==> src/rtl/z80_ld8_pkg.sv <==
// rtl/z80_ld8_pkg.sv - shared encodings and helpers for the Z80 8-bit load sequencer
package z80_ld8_pkg;

    localparam logic [2:0] REG_B   = 3'd0;
    localparam logic [2:0] REG_C   = 3'd1;
    localparam logic [2:0] REG_D   = 3'd2;
    localparam logic [2:0] REG_E   = 3'd3;
    localparam logic [2:0] REG_H   = 3'd4;
    localparam logic [2:0] REG_L   = 3'd5;
    localparam logic [2:0] REG_HLI = 3'd6;
    localparam logic [2:0] REG_A   = 3'd7;

    localparam logic [7:0] OPC_HALT     = 8'h76;
    localparam logic [7:0] OPC_GRP_MASK = 8'hC0;
    localparam logic [7:0] OPC_GRP_LD   = 8'h40;
    localparam logic [7:0] OPC_IMM_MASK = 8'hC7;
    localparam logic [7:0] OPC_LD_N     = 8'h06;

    localparam logic BUS_RD = 1'b0;
    localparam logic BUS_WR = 1'b1;

    typedef enum logic [2:0] {
        ST_FETCH   = 3'd0,
        ST_DECODE  = 3'd1,
        ST_FETCH_N = 3'd2,
        ST_MEM_RD  = 3'd3,
        ST_MEM_WR  = 3'd4,
        ST_WB      = 3'd5,
        ST_HALT    = 3'd6,
        ST_TRAP    = 3'd7
    } state_t;

    typedef enum logic [2:0] {
        CLS_RR   = 3'd0,
        CLS_R_HL = 3'd1,
        CLS_HL_R = 3'd2,
        CLS_IMM  = 3'd3,
        CLS_HALT = 3'd4,
        CLS_ILL  = 3'd5
    } ld_class_t;

    function automatic logic is_bus_state(input state_t s);
        return (s == ST_FETCH) || (s == ST_FETCH_N) || (s == ST_MEM_RD) || (s == ST_MEM_WR);
    endfunction

    // Value a register holds once the pending write-back has landed.
    function automatic logic [7:0] wb_merge(input logic [7:0] cur, input logic [2:0] sel,
                                            input logic we, input logic [2:0] waddr,
                                            input logic [7:0] wdata);
        return (we && (waddr == sel)) ? wdata : cur;
    endfunction

endpackage

==> src/rtl/z80_ld8_decode.sv <==
// rtl/z80_ld8_decode.sv - combinational opcode classifier for the 8-bit load group
module z80_ld8_decode
    import z80_ld8_pkg::*;
(
    input  logic [7:0] ir,
    output ld_class_t  cls,
    output logic [2:0] ddd,
    output logic [2:0] sss
);

    always_comb begin
        ddd = ir[5:3];
        sss = ir[2:0];
        cls = CLS_ILL;
        // HALT sits inside the 01ddd_sss block, so it must win first.
        if (ir == OPC_HALT) begin
            cls = CLS_HALT;
        end else if ((ir & OPC_GRP_MASK) == OPC_GRP_LD) begin
            if (ir[2:0] == REG_HLI) begin
                cls = CLS_R_HL;
            end else if (ir[5:3] == REG_HLI) begin
                cls = CLS_HL_R;
            end else begin
                cls = CLS_RR;
            end
        end else if ((ir & OPC_IMM_MASK) == OPC_LD_N) begin
            cls = CLS_IMM;
        end
    end

endmodule

==> src/rtl/z80_ld8_sequencer.sv <==
// rtl/z80_ld8_sequencer.sv - Z80 8-bit load-group sequencer (bus fetch, rf access, IP)
// Optional trace port enabled by defining Z80FI_TRACE_EN.
module z80_ld8_sequencer
    import z80_ld8_pkg::*;
#(
    parameter logic [15:0] RESET_IP = 16'h0000
) (
    input  logic        clk,
    input  logic        reset,
    output logic        bus_req,
    output logic        bus_wr,
    output logic [15:0] bus_addr,
    output logic [7:0]  bus_wdata,
    input  logic        bus_ack,
    input  logic [7:0]  bus_rdata,
    output logic [2:0]  rf_raddr,
    input  logic [7:0]  rf_rdata,
    input  logic [15:0] rf_hl,
    output logic        rf_we,
    output logic [2:0]  rf_waddr,
    output logic [7:0]  rf_wdata,
    output logic [15:0] ip,
    output logic        retire,
    output logic        halted,
`ifdef Z80FI_TRACE_EN
    input  logic [7:0]  rf_snap_a,
    input  logic [7:0]  rf_snap_b,
    input  logic [7:0]  rf_snap_c,
    input  logic [7:0]  rf_snap_d,
    input  logic [7:0]  rf_snap_e,
    input  logic [7:0]  rf_snap_h,
    input  logic [7:0]  rf_snap_l,
    output logic        z80fi_valid,
    output logic [15:0] z80fi_insn,
    output logic [1:0]  z80fi_insn_len,
    output logic [15:0] z80fi_reg_ip_in,
    output logic [15:0] z80fi_reg_ip_out,
    output logic [7:0]  z80fi_reg_a_in,
    output logic [7:0]  z80fi_reg_b_in,
    output logic [7:0]  z80fi_reg_c_in,
    output logic [7:0]  z80fi_reg_d_in,
    output logic [7:0]  z80fi_reg_e_in,
    output logic [7:0]  z80fi_reg_h_in,
    output logic [7:0]  z80fi_reg_l_in,
    output logic [7:0]  z80fi_reg_a_out,
    output logic [7:0]  z80fi_reg_b_out,
    output logic [7:0]  z80fi_reg_c_out,
    output logic [7:0]  z80fi_reg_d_out,
    output logic [7:0]  z80fi_reg_e_out,
    output logic [7:0]  z80fi_reg_h_out,
    output logic [7:0]  z80fi_reg_l_out,
`endif
    output logic        trap
);

    state_t      state_q, state_d;
    logic [15:0] ip_q, ip_d;
    logic [7:0]  ir_q, ir_d;
    logic [7:0]  data_q, data_d;
    logic        bus_req_q, bus_req_d;
    logic        bus_wr_q, bus_wr_d;
    logic [15:0] bus_addr_q, bus_addr_d;
    logic [7:0]  bus_wdata_q, bus_wdata_d;
    logic        halted_q, halted_d;
    logic        trap_q, trap_d;

    ld_class_t   cls;
    logic [2:0]  ddd;
    logic [2:0]  sss;
    logic        acked;

    z80_ld8_decode u_decode (
        .ir  (ir_q),
        .cls (cls),
        .ddd (ddd),
        .sss (sss)
    );

    assign acked = bus_req_q && bus_ack;

    always_ff @(posedge clk) begin
        if (reset) begin
            state_q     <= ST_FETCH;
            ip_q        <= RESET_IP;
            ir_q        <= 8'h00;
            data_q      <= 8'h00;
            bus_req_q   <= 1'b0;
            bus_wr_q    <= 1'b0;
            bus_addr_q  <= 16'h0000;
            bus_wdata_q <= 8'h00;
            halted_q    <= 1'b0;
            trap_q      <= 1'b0;
        end else begin
            state_q     <= state_d;
            ip_q        <= ip_d;
            ir_q        <= ir_d;
            data_q      <= data_d;
            bus_req_q   <= bus_req_d;
            bus_wr_q    <= bus_wr_d;
            bus_addr_q  <= bus_addr_d;
            bus_wdata_q <= bus_wdata_d;
            halted_q    <= halted_d;
            trap_q      <= trap_d;
        end
    end

    always_comb begin
        state_d  = state_q;
        ip_d     = ip_q;
        ir_d     = ir_q;
        data_d   = data_q;
        halted_d = halted_q;
        trap_d   = trap_q;
        case (state_q)
            ST_FETCH: begin
                if (acked) begin
                    ir_d    = bus_rdata;
                    ip_d    = ip_q + 16'd1;
                    state_d = ST_DECODE;
                end
            end
            ST_DECODE: begin
                case (cls)
                    CLS_RR: begin
                        data_d  = rf_rdata;
                        state_d = ST_WB;
                    end
                    CLS_R_HL: state_d = ST_MEM_RD;
                    CLS_HL_R: begin
                        data_d  = rf_rdata;
                        state_d = ST_MEM_WR;
                    end
                    CLS_IMM:  state_d = ST_FETCH_N;
                    CLS_HALT: begin
                        halted_d = 1'b1;
                        state_d  = ST_HALT;
                    end
                    default: begin
                        trap_d  = 1'b1;
                        state_d = ST_TRAP;
                    end
                endcase
            end
            ST_FETCH_N: begin
                if (acked) begin
                    data_d  = bus_rdata;
                    ip_d    = ip_q + 16'd1;
                    state_d = (ddd == REG_HLI) ? ST_MEM_WR : ST_WB;
                end
            end
            ST_MEM_RD: begin
                if (acked) begin
                    data_d  = bus_rdata;
                    state_d = ST_WB;
                end
            end
            ST_MEM_WR: begin
                if (acked) begin
                    state_d = ST_WB;
                end
            end
            ST_WB:   state_d = ST_FETCH;
            default: state_d = state_q;
        endcase
    end

    // A request is raised one cycle after entering a bus state and dropped on
    // ack, which also guarantees the idle cycle between back-to-back accesses.
    always_comb begin
        bus_req_d   = bus_req_q;
        bus_wr_d    = bus_wr_q;
        bus_addr_d  = bus_addr_q;
        bus_wdata_d = bus_wdata_q;
        if (bus_req_q) begin
            bus_req_d = !bus_ack;
        end else if (is_bus_state(state_q)) begin
            bus_req_d   = 1'b1;
            bus_wr_d    = (state_q == ST_MEM_WR) ? BUS_WR : BUS_RD;
            bus_addr_d  = ((state_q == ST_FETCH) || (state_q == ST_FETCH_N)) ? ip_q : rf_hl;
            bus_wdata_d = data_q;
        end
    end

    always_comb begin
        rf_we  = 1'b0;
        retire = 1'b0;
        if (state_q == ST_WB) begin
            retire = 1'b1;
            rf_we  = (ddd != REG_HLI);
        end
    end

    assign rf_raddr  = sss;
    assign rf_waddr  = ddd;
    assign rf_wdata  = data_q;
    assign bus_req   = bus_req_q;
    assign bus_wr    = bus_wr_q;
    assign bus_addr  = bus_addr_q;
    assign bus_wdata = bus_wdata_q;
    assign ip        = ip_q;
    assign halted    = halted_q;
    assign trap      = trap_q;

`ifdef Z80FI_TRACE_EN
    logic [15:0] tr_insn_q, tr_insn_d;
    logic [1:0]  tr_len_q, tr_len_d;
    logic [15:0] tr_ip_in_q, tr_ip_in_d;
    logic [55:0] tr_regs_in_q, tr_regs_in_d;

    always_ff @(posedge clk) begin
        if (reset) begin
            tr_insn_q    <= 16'h0000;
            tr_len_q     <= 2'd0;
            tr_ip_in_q   <= 16'h0000;
            tr_regs_in_q <= 56'h0;
        end else begin
            tr_insn_q    <= tr_insn_d;
            tr_len_q     <= tr_len_d;
            tr_ip_in_q   <= tr_ip_in_d;
            tr_regs_in_q <= tr_regs_in_d;
        end
    end

    // The first FETCH cycle never has a request outstanding, so it marks entry.
    always_comb begin
        tr_insn_d    = tr_insn_q;
        tr_len_d     = tr_len_q;
        tr_ip_in_d   = tr_ip_in_q;
        tr_regs_in_d = tr_regs_in_q;
        if ((state_q == ST_FETCH) && !bus_req_q) begin
            tr_ip_in_d   = ip_q;
            tr_regs_in_d = {rf_snap_a, rf_snap_b, rf_snap_c, rf_snap_d,
                            rf_snap_e, rf_snap_h, rf_snap_l};
        end
        if ((state_q == ST_FETCH) && acked) begin
            tr_insn_d = {8'h00, bus_rdata};
            tr_len_d  = 2'd1;
        end
        if ((state_q == ST_FETCH_N) && acked) begin
            tr_insn_d[15:8] = bus_rdata;
            tr_len_d        = 2'd2;
        end
    end

    assign z80fi_valid      = retire;
    assign z80fi_insn       = tr_insn_q;
    assign z80fi_insn_len   = tr_len_q;
    assign z80fi_reg_ip_in  = tr_ip_in_q;
    assign z80fi_reg_ip_out = ip_q;
    assign z80fi_reg_a_in   = tr_regs_in_q[55:48];
    assign z80fi_reg_b_in   = tr_regs_in_q[47:40];
    assign z80fi_reg_c_in   = tr_regs_in_q[39:32];
    assign z80fi_reg_d_in   = tr_regs_in_q[31:24];
    assign z80fi_reg_e_in   = tr_regs_in_q[23:16];
    assign z80fi_reg_h_in   = tr_regs_in_q[15:8];
    assign z80fi_reg_l_in   = tr_regs_in_q[7:0];
    assign z80fi_reg_a_out  = wb_merge(rf_snap_a, REG_A, rf_we, rf_waddr, rf_wdata);
    assign z80fi_reg_b_out  = wb_merge(rf_snap_b, REG_B, rf_we, rf_waddr, rf_wdata);
    assign z80fi_reg_c_out  = wb_merge(rf_snap_c, REG_C, rf_we, rf_waddr, rf_wdata);
    assign z80fi_reg_d_out  = wb_merge(rf_snap_d, REG_D, rf_we, rf_waddr, rf_wdata);
    assign z80fi_reg_e_out  = wb_merge(rf_snap_e, REG_E, rf_we, rf_waddr, rf_wdata);
    assign z80fi_reg_h_out  = wb_merge(rf_snap_h, REG_H, rf_we, rf_waddr, rf_wdata);
    assign z80fi_reg_l_out  = wb_merge(rf_snap_l, REG_L, rf_we, rf_waddr, rf_wdata);
`endif

endmodule
==> config.mk <==
export PLATFORM = sky130hd
export DESIGN_NAME = z80_ld8_sequencer
export DESIGN_NICKNAME = d
export VERILOG_FILES = /design/src/rtl/z80_ld8_pkg.sv /design/src/rtl/z80_ld8_decode.sv /design/src/rtl/z80_ld8_sequencer.sv
export SDC_FILE = /design/constraint.sdc
export NUM_CORES = 1
export LEC_CHECK = 0
export CORE_MARGIN = 2
export CORE_UTILIZATION = 45
export CTS_BUF_LIST = sky130_fd_sc_hd__clkbuf_4
export DETAILED_ROUTE_END_ITERATION = 10
export GPL_TIMING_DRIVEN = 1
export HOLD_SLACK_MARGIN = 0.08
export PLACE_DENSITY_LB_ADDON = 0.05
export SYNTH_ARGS = -nofsm -noshare
export SYNTH_HDL_FRONTEND = slang
export SYNTH_HIERARCHICAL = 1
export SYNTH_SLANG_ARGS = --single-unit
==> constraint.sdc <==
create_clock -name clk -period 3 [get_ports clk]
set_clock_uncertainty 0.15 [all_clocks]
set_input_delay 0.45 -clock clk [delete_from_list [all_inputs] [get_ports clk]]
set_output_delay 0.45 -clock clk [all_outputs]
set_load 0.005 [all_outputs]
==> results of run 1 <==
-- flip-flops by register name, summed over array words and instances, names as in the netlist --
name	cells
rf_wdata	8
halted	1
ir_q	8
state_q	3
ip	16
bus_wr	1
trap	1
bus_wdata	8
bus_addr	16
bus_req	1
-- synth_stat cells --
cell type and instances:
a211o_1 1, a211oi_1 10, a21oi_1 19, a311oi_1 16, a31oi_1 3, and2_1 3, and3b_1 1, and3b_2 1
and4_1 3, and4bb_1 1, buf_2 7, buf_4 7, clkbuf_1 16, dfxtp_1 63, ha_1 1, inv_1 4
mux2_4 1, mux2i_1 18, nand2_1 39, nand2b_1 4, nand3_1 4, nand3_2 1, nand3b_1 1, nand4_1 6
nand4b_1 1, nor2_1 47, nor2_2 1, nor2b_1 3, nor3b_2 1, o21ai_0 28, o2bb2ai_1 1, o31ai_1 2
or2_1 1, or3_1 3, or4_1 2, or4b_1 1, or4b_2 1, xnor2_1 1, xor2_1 8
-- through the flow --
| stage | hold WS, ns | setup slack [ns] | std cells | util |
|---|---|---|---|---|
| final | 0.2064 | 0.2552 | 494 | 0.6610 |
| after global routing | 0.1870 | 0.1453 | 494 | 0.6610 |
| after CTS | 0.1894 | 0.2576 | 494 | 0.6610 |
| after detailed placement | 0.2966 | 0.5006 | 478 | 0.6297 |
| after global placement | 0.2904 | 0.6523 | 478 | 0.6297 |
| after floorplan | 0.3027 | 1.089 | 331 | - |
-- cell type report --
class / instances / area [um^2] / share of cell area
inverter: 4 / 15.01 / 0.003791
sequential: 63 / 1261 / 0.3185
tap: 75 / 93.84 / 0.02370
multi-input combinational: 234 / 1406 / 0.3551
clock inverter: 7 / 120.1 / 0.03033
timing repair buffer: 102 / 996.0 / 0.2515
clock buffer: 9 / 67.56 / 0.01706
-- final timing paths --
kind         depth (start not counted)           end  slack (ns)
max reg2reg                          5   rf_wdata[0]        0.75
min reg2reg                          2  bus_wdata[2]        0.31
max                                  4         rf_we        0.26
min                                  2       ir_q[0]        0.21
-- cells by family (layout without fill, tap and decap cells) --
| logic type | Yosys count | in the layout | share of synthesized area |
|---|---|---|---|
| buffers and inverters | 34 | 122 | 0.05772 |
| multiplexers | 19 | 19 | 0.06927 |
| AO/OA/AOI/OAI | 80 | 80 | 0.1781 |
| adder cells (fa/ha/maj) | 1 | 1 | 0.004440 |
| AND/OR/NAND/NOR | 125 | 125 | 0.2149 |
| XOR/XNOR | 9 | 9 | 0.02798 |
| flip-flops | 63 | 63 | 0.4476 |
-- worst reg2reg max path, delay by kind of cell, from the launching register on --
kind / cells / cell delay (ns)
simple gates: 2 / 0.19
flops: 1 / 0.57
buf+inv: 1 / 0.19
compound gates: 2 / 1.08
-- report_power, final --
part	total [mW]	internal (mW)	switching, mW
Combinational	0.375	0.199	0.175
Clock	0.749	0.424	0.324
Sequential	0.933	0.889	0.0437
Total	2.06	1.51	0.543
-- routing by layer --
| metal | track usage | vias to the layer above |
|---|---|---|
| met5 | 0 | - |
| met4 | 0.04918 | 0 |
| met3 | 0.07157 | 7 |
| met2 | 0.2801 | 75 |
| met1 | 0.3216 | 1206 |
| li1 | - | 1344 |
==> flow_metrics.py, run 1 <==
metrics = {
    "sta": {
        "worstMarginPinSlew_ns": 1.054,
        "fmax_mhz": 364.3,
        "final_hold_viol_count": 0,
        "period_share": 0.9149,
        "rsz0062_at_grt": "false",
        "relSlewSlack": 0.2974,
        "finalWorstPathRequiredPeriod_ns": 2.745,
        "setup_tns_ns": 0,
        "slew_violations": 0,
        "finalSetupViolCount": 0,
    },
    "setup_path": {
        "cpMostUsedCell": "nor2b_1",
        "path_buf_inv": 1,
        "path_class": "reg2out",
        "crit_path_max_fanout": 11,
        "critPathRequiredTime_ns": 2.40,
        "arrival_ns": 2.14,
        "end_kind": "output port",
        "reg2reg_from": "state_q[1]",
        "cp_slowest_cell": "clkdlybuf4s50_1",
        "worstPathCellList": "nor2b_1 -> and2_1 -> nor2b_1 -> clkdlybuf4s50_1",
        "startpoint_type": "register",
        "cp-startpoint": "state_q[1]",
        "cp_slowest_stage_delay_ns": 0.52,
        "cp_top_family": "simple AND/OR/NAND/NOR gates",
    },
    "yosys": {
        "synth_cells": 331,
        "ys_types": 39,
        "yosysWarnings": 6,
        "synthesis.nets": 367,
        "seq_area_frac_synth": 0.4476,
        "synthTopCellsByArea": "dfxtp_1, mux2i_1, nor2_1",
        "synth_area_leader_cell": "dfxtp_1",
        "synth.avg_cell_area_um2": 8.513,
        "synth_top_area_frac": 0.4476,
        "syn_area_mm2": 0.002818,
        "yosys_register_bits": 63,
    },
    "route": {
        "wl_per_cell_um": 14.53,
        "drc_errors": 0,
        "m1WireLength_mm": 3.651,
        "dr_wl_met2_mm": 3.007,
        "wl_met3_um": 463,
        "ant_nets": 0,
        "vias": 2632,
        "drtIter0Drc": 169,
        "routed_wl_mm": 7.180,
        "viasPerCell": 5.328,
        "dr.pass1.iters": 4,
        "routed.top_layer": "met4",
    },
    "place": {
        "io_buffer_count": 94,
        "placed_area_mm2": 0.003772,
        "routabilityCongestion": 0.8023,
        "hpwl_mm": 5.056,
    },
    "final_layout": {
        "most-common-layout-cells": "clkdlybuf4s50_1, dfxtp_1, nor2_1, nand2_1, o21ai_0",
        "n_antenna_cell": 0,
        "nets": 450,
        "nFillCells": 526,
        "design_area_mm2": 0.003960,
        "final_common_cell": "clkdlybuf4s50_1",
        "layout-drive-gt1-share": 0.07637,
        "syn_to_final_growth_pct": 40.54,
    },
    "hold_path": {
        "min_path_type": "in2reg",
        "hold_start": "reset",
    },
    "die": {
        "die_h_um": 83.13,
        "coreArea_mm2": 0.005991,
        "die_x_um": 83.13,
        "start_util": 0.4703,
        "dieArea_mm2": 0.006911,
        "pin_count": 95,
        "num_rows": 28,
    },
    "cts": {
        "cts_root_buffer": "clkbuf_4",
        "cts_buffers": 9,
        "htree_levels": 3,
        "cts_tree": "yes",
        "postCtsSetupBuffers": 0,
        "insertion_delay_ns": 0.41,
        "cts.path.max_buffers": 2,
        "postCtsHoldBufs": 0,
        "path_clk_slew_ns": 0.10,
        "cts-resized-gates": 0,
        "clock-sinks": 63,
    },
    "power_and_ir_drop": {
        "p_per_area_mw_per_mm2": 519.2,
        "p_leak_nw": 1.412,
        "p_total_mw": 2.056,
        "vdd_ir_drop_max_mv": 0.4104,
    },
    "status": {
        "status": "complete, no violations",
    },
    "global_routing": {
        "grt_usage": 0.2102,
        "grt_max_degree": 53,
        "grt_pass1_vias": 2334,
        "grt-ovfl-total": 0,
        "grt_pass1_wl_mm": 11.72,
        "antenna_found_initial": 0,
    },
    "flow_run": {
        "cap_violations": 0,
    },
}
No activity file was read; power rests on OpenSTA's default activity.
==> run 2: changes to the inputs <==
--- a/config.mk
+++ b/config.mk
@@ -5,6 +5,7 @@
 export SDC_FILE = /design/constraint.sdc
 export NUM_CORES = 1
 export LEC_CHECK = 0
+export CAP_MARGIN = 20
 export CORE_MARGIN = 2
 export CORE_UTILIZATION = 45
 export CTS_BUF_LIST = sky130_fd_sc_hd__clkbuf_4
@@ -16,3 +17,4 @@
 export SYNTH_HDL_FRONTEND = slang
 export SYNTH_HIERARCHICAL = 1
 export SYNTH_SLANG_ARGS = --single-unit
+export TNS_END_PERCENT = 10
==> constraint.sdc (replaced) <==
create_clock -name clk -period 2.8 [get_ports clk]
set_clock_uncertainty 0.15 [all_clocks]
set_input_delay 0.42 -clock clk [delete_from_list [all_inputs] [get_ports clk]]
set_output_delay 0.42 -clock clk [all_outputs]
set_load 0.005 [all_outputs]
==> run 2 against run 1 <==
Net effect:
- combinational power grew 8.0%
- critical path depth up 1
- first-iteration DRC count fell by 4.1%
- setup slack improved by 0.0019 ns
- highest routed layer unchanged
==> flow_metrics.py, run 2 (synthesis gave the netlist of run 1 again) <==
metrics = {
    "sta": {
        "fmax_mhz": 393.3,
        "finalSetupViolCount": 0,
        "relSlewSlack": 0.3395,
        "final_hold_viol_count": 0,
        "rsz0062_at_grt": "false",
        "finalWorstPathRequiredPeriod_ns": 2.543,
        "setup_tns_ns": 0,
        "worstMarginPinSlew_ns": 0.9908,
        "period_share": 0.9082,
        "slew_violations": 0,
    },
    "final_layout": {
        "final_common_cell": "clkdlybuf4s50_1",
        "nets": 452,
        "finalNonFillerCells": 496,
        "layout-drive-gt1-share": 0.07838,
        "nFillCells": 535,
        "n_antenna_cell": 0,
        "syn_to_final_growth_pct": 40.76,
        "most-common-layout-cells": "clkdlybuf4s50_1, dfxtp_1, nor2_1, nand2_1, o21ai_0",
    },
    "route": {
        "viasPerCell": 5.381,
        "wl_per_cell_um": 14.72,
        "drtIter0Drc": 162,
        "vias": 2669,
        "dr.pass1.iters": 4,
        "routed_wl_mm": 7.299,
        "ant_nets": 0,
        "drc_errors": 0,
    },
    "cts": {
        "path_clk_slew_ns": 0.11,
        "cts_buffers": 9,
        "insertion_delay_ns": 0.38,
        "cts_tree": "yes",
        "cts_root_buffer": "clkbuf_4",
        "cts.path.max_buffers": 2,
        "htree_levels": 3,
        "clock-sinks": 63,
        "postCtsSetupBuffers": 0,
        "cts-resized-gates": 0,
        "postCtsHoldBufs": 0,
    },
    "die": {
        "num_rows": 28,
        "die_h_um": 83.13,
        "coreArea_mm2": 0.005991,
        "die_x_um": 83.13,
        "dieArea_mm2": 0.006911,
        "start_util": 0.4703,
        "pin_count": 95,
    },
    "setup_path": {
        "cp_top_family": "buffers and inverters",
        "worstPathCellList": "nor2b_1 -> buf_4 -> and2_1 -> nor2b_1 -> clkdlybuf4s50_1",
        "crit_path_max_fanout": 11,
        "path_buf_inv": 2,
        "path_class": "reg2out",
        "critPathRequiredTime_ns": 2.23,
        "arrival_ns": 1.97,
        "cpMostUsedCell": "nor2b_1",
        "end_kind": "output port",
        "cp_slowest_stage_delay_ns": 0.53,
        "startpoint_type": "register",
        "cp_slowest_cell": "clkdlybuf4s50_1",
    },
    "power_and_ir_drop": {
        "p_leak_nw": 1.419,
        "vdd_ir_drop_max_mv": 0.4430,
        "p_per_area_mw_per_mm2": 549.9,
        "p_total_mw": 2.181,
    },
    "global_routing": {
        "grt_pass1_wl_mm": 11.72,
        "grt_usage": 0.2076,
        "grt-ovfl-total": 0,
        "grt_max_degree": 41,
        "grt_pass1_vias": 2409,
        "antenna_found_initial": 0,
    },
    "place": {
        "io_buffer_count": 94,
        "routabilityCongestion": 0.8032,
        "hpwl_mm": 5.154,
        "numPlacedInstances": 480,
    },
    "flow_run": {
        "cap_violations": 0,
    },
    "status": {
        "status": "complete, no violations",
    },
    "hold_path": {
        "min_path_type": "reg2reg",
    },
}
run 2: cell types whose count changed in the layout (fill, tap and decap cells not counted), sizes merged:
cell / delta
clkinv: +1
buf: +2
inv: -1
run 2: layout make-up:
| type | count | area, um^2 | area share |
|---|---|---|---|
| Clock buffer | 9 | 67.56 | 0.01703 |
| Multi-Input combinational cell | 234 | 1406 | 0.3546 |
| Timing Repair Buffer | 104 | 1011 | 0.2549 |
| Sequential cell | 63 | 1261 | 0.3180 |
| Inverter | 4 | 15.01 | 0.003785 |
| Clock inverter | 7 | 111.4 | 0.02808 |
| Tap cell | 75 | 93.84 | 0.02366 |
run 2: power by group:
part           switching [mW]  internal [mW]
registers              0.0471          0.953
clock network           0.330          0.446
logic                   0.189          0.216
total                   0.566           1.62
run 2: worst min-delay path, stage by stage (launching register included):
cell and delay (ns):
dfxtp_1 0.32, nand2_1 0.05, a21oi_1 0.05
run 2: per-stage QoR:
step	utilization	area, um^2	worst slack, ns	hold slack, ns
after detailed placement	0.6322	3787	0.3930	0.2984
after CTS	0.6621	3966	0.2406	0.3149
after global placement	0.6322	3787	0.4795	0.2912
after floorplan	-	2818	0.8892	0.3027
final	0.6621	3966	0.2571	0.3120
after global routing	0.6621	3966	0.1435	0.3343
run 2: worst paths after layout:
| kind | from | to | slack [ns] | cells past startpoint |
|---|---|---|---|---|
| setup / recovery | state_q[1] | rf_we | 0.26 | 5 |
| hold / removal | bus_wdata[4] | bus_wdata[4] | 0.31 | 2 |
| setup reg to reg | ir_q[0] | rf_wdata[4] | 0.61 | 7 |
| hold reg to reg | bus_wdata[4] | bus_wdata[4] | 0.31 | 2 |
run 2: per-layer routing:
layer / global-route usage / vias up / share of wire
li1: - / 1342 / -
met3: 0.04175 / 2 / 0.052
met2: 0.3021 / 79 / 0.45
met4: 0.08048 / 0 / 0.0047
met1: 0.3012 / 1246 / 0.50
met5: 0 / - / 0
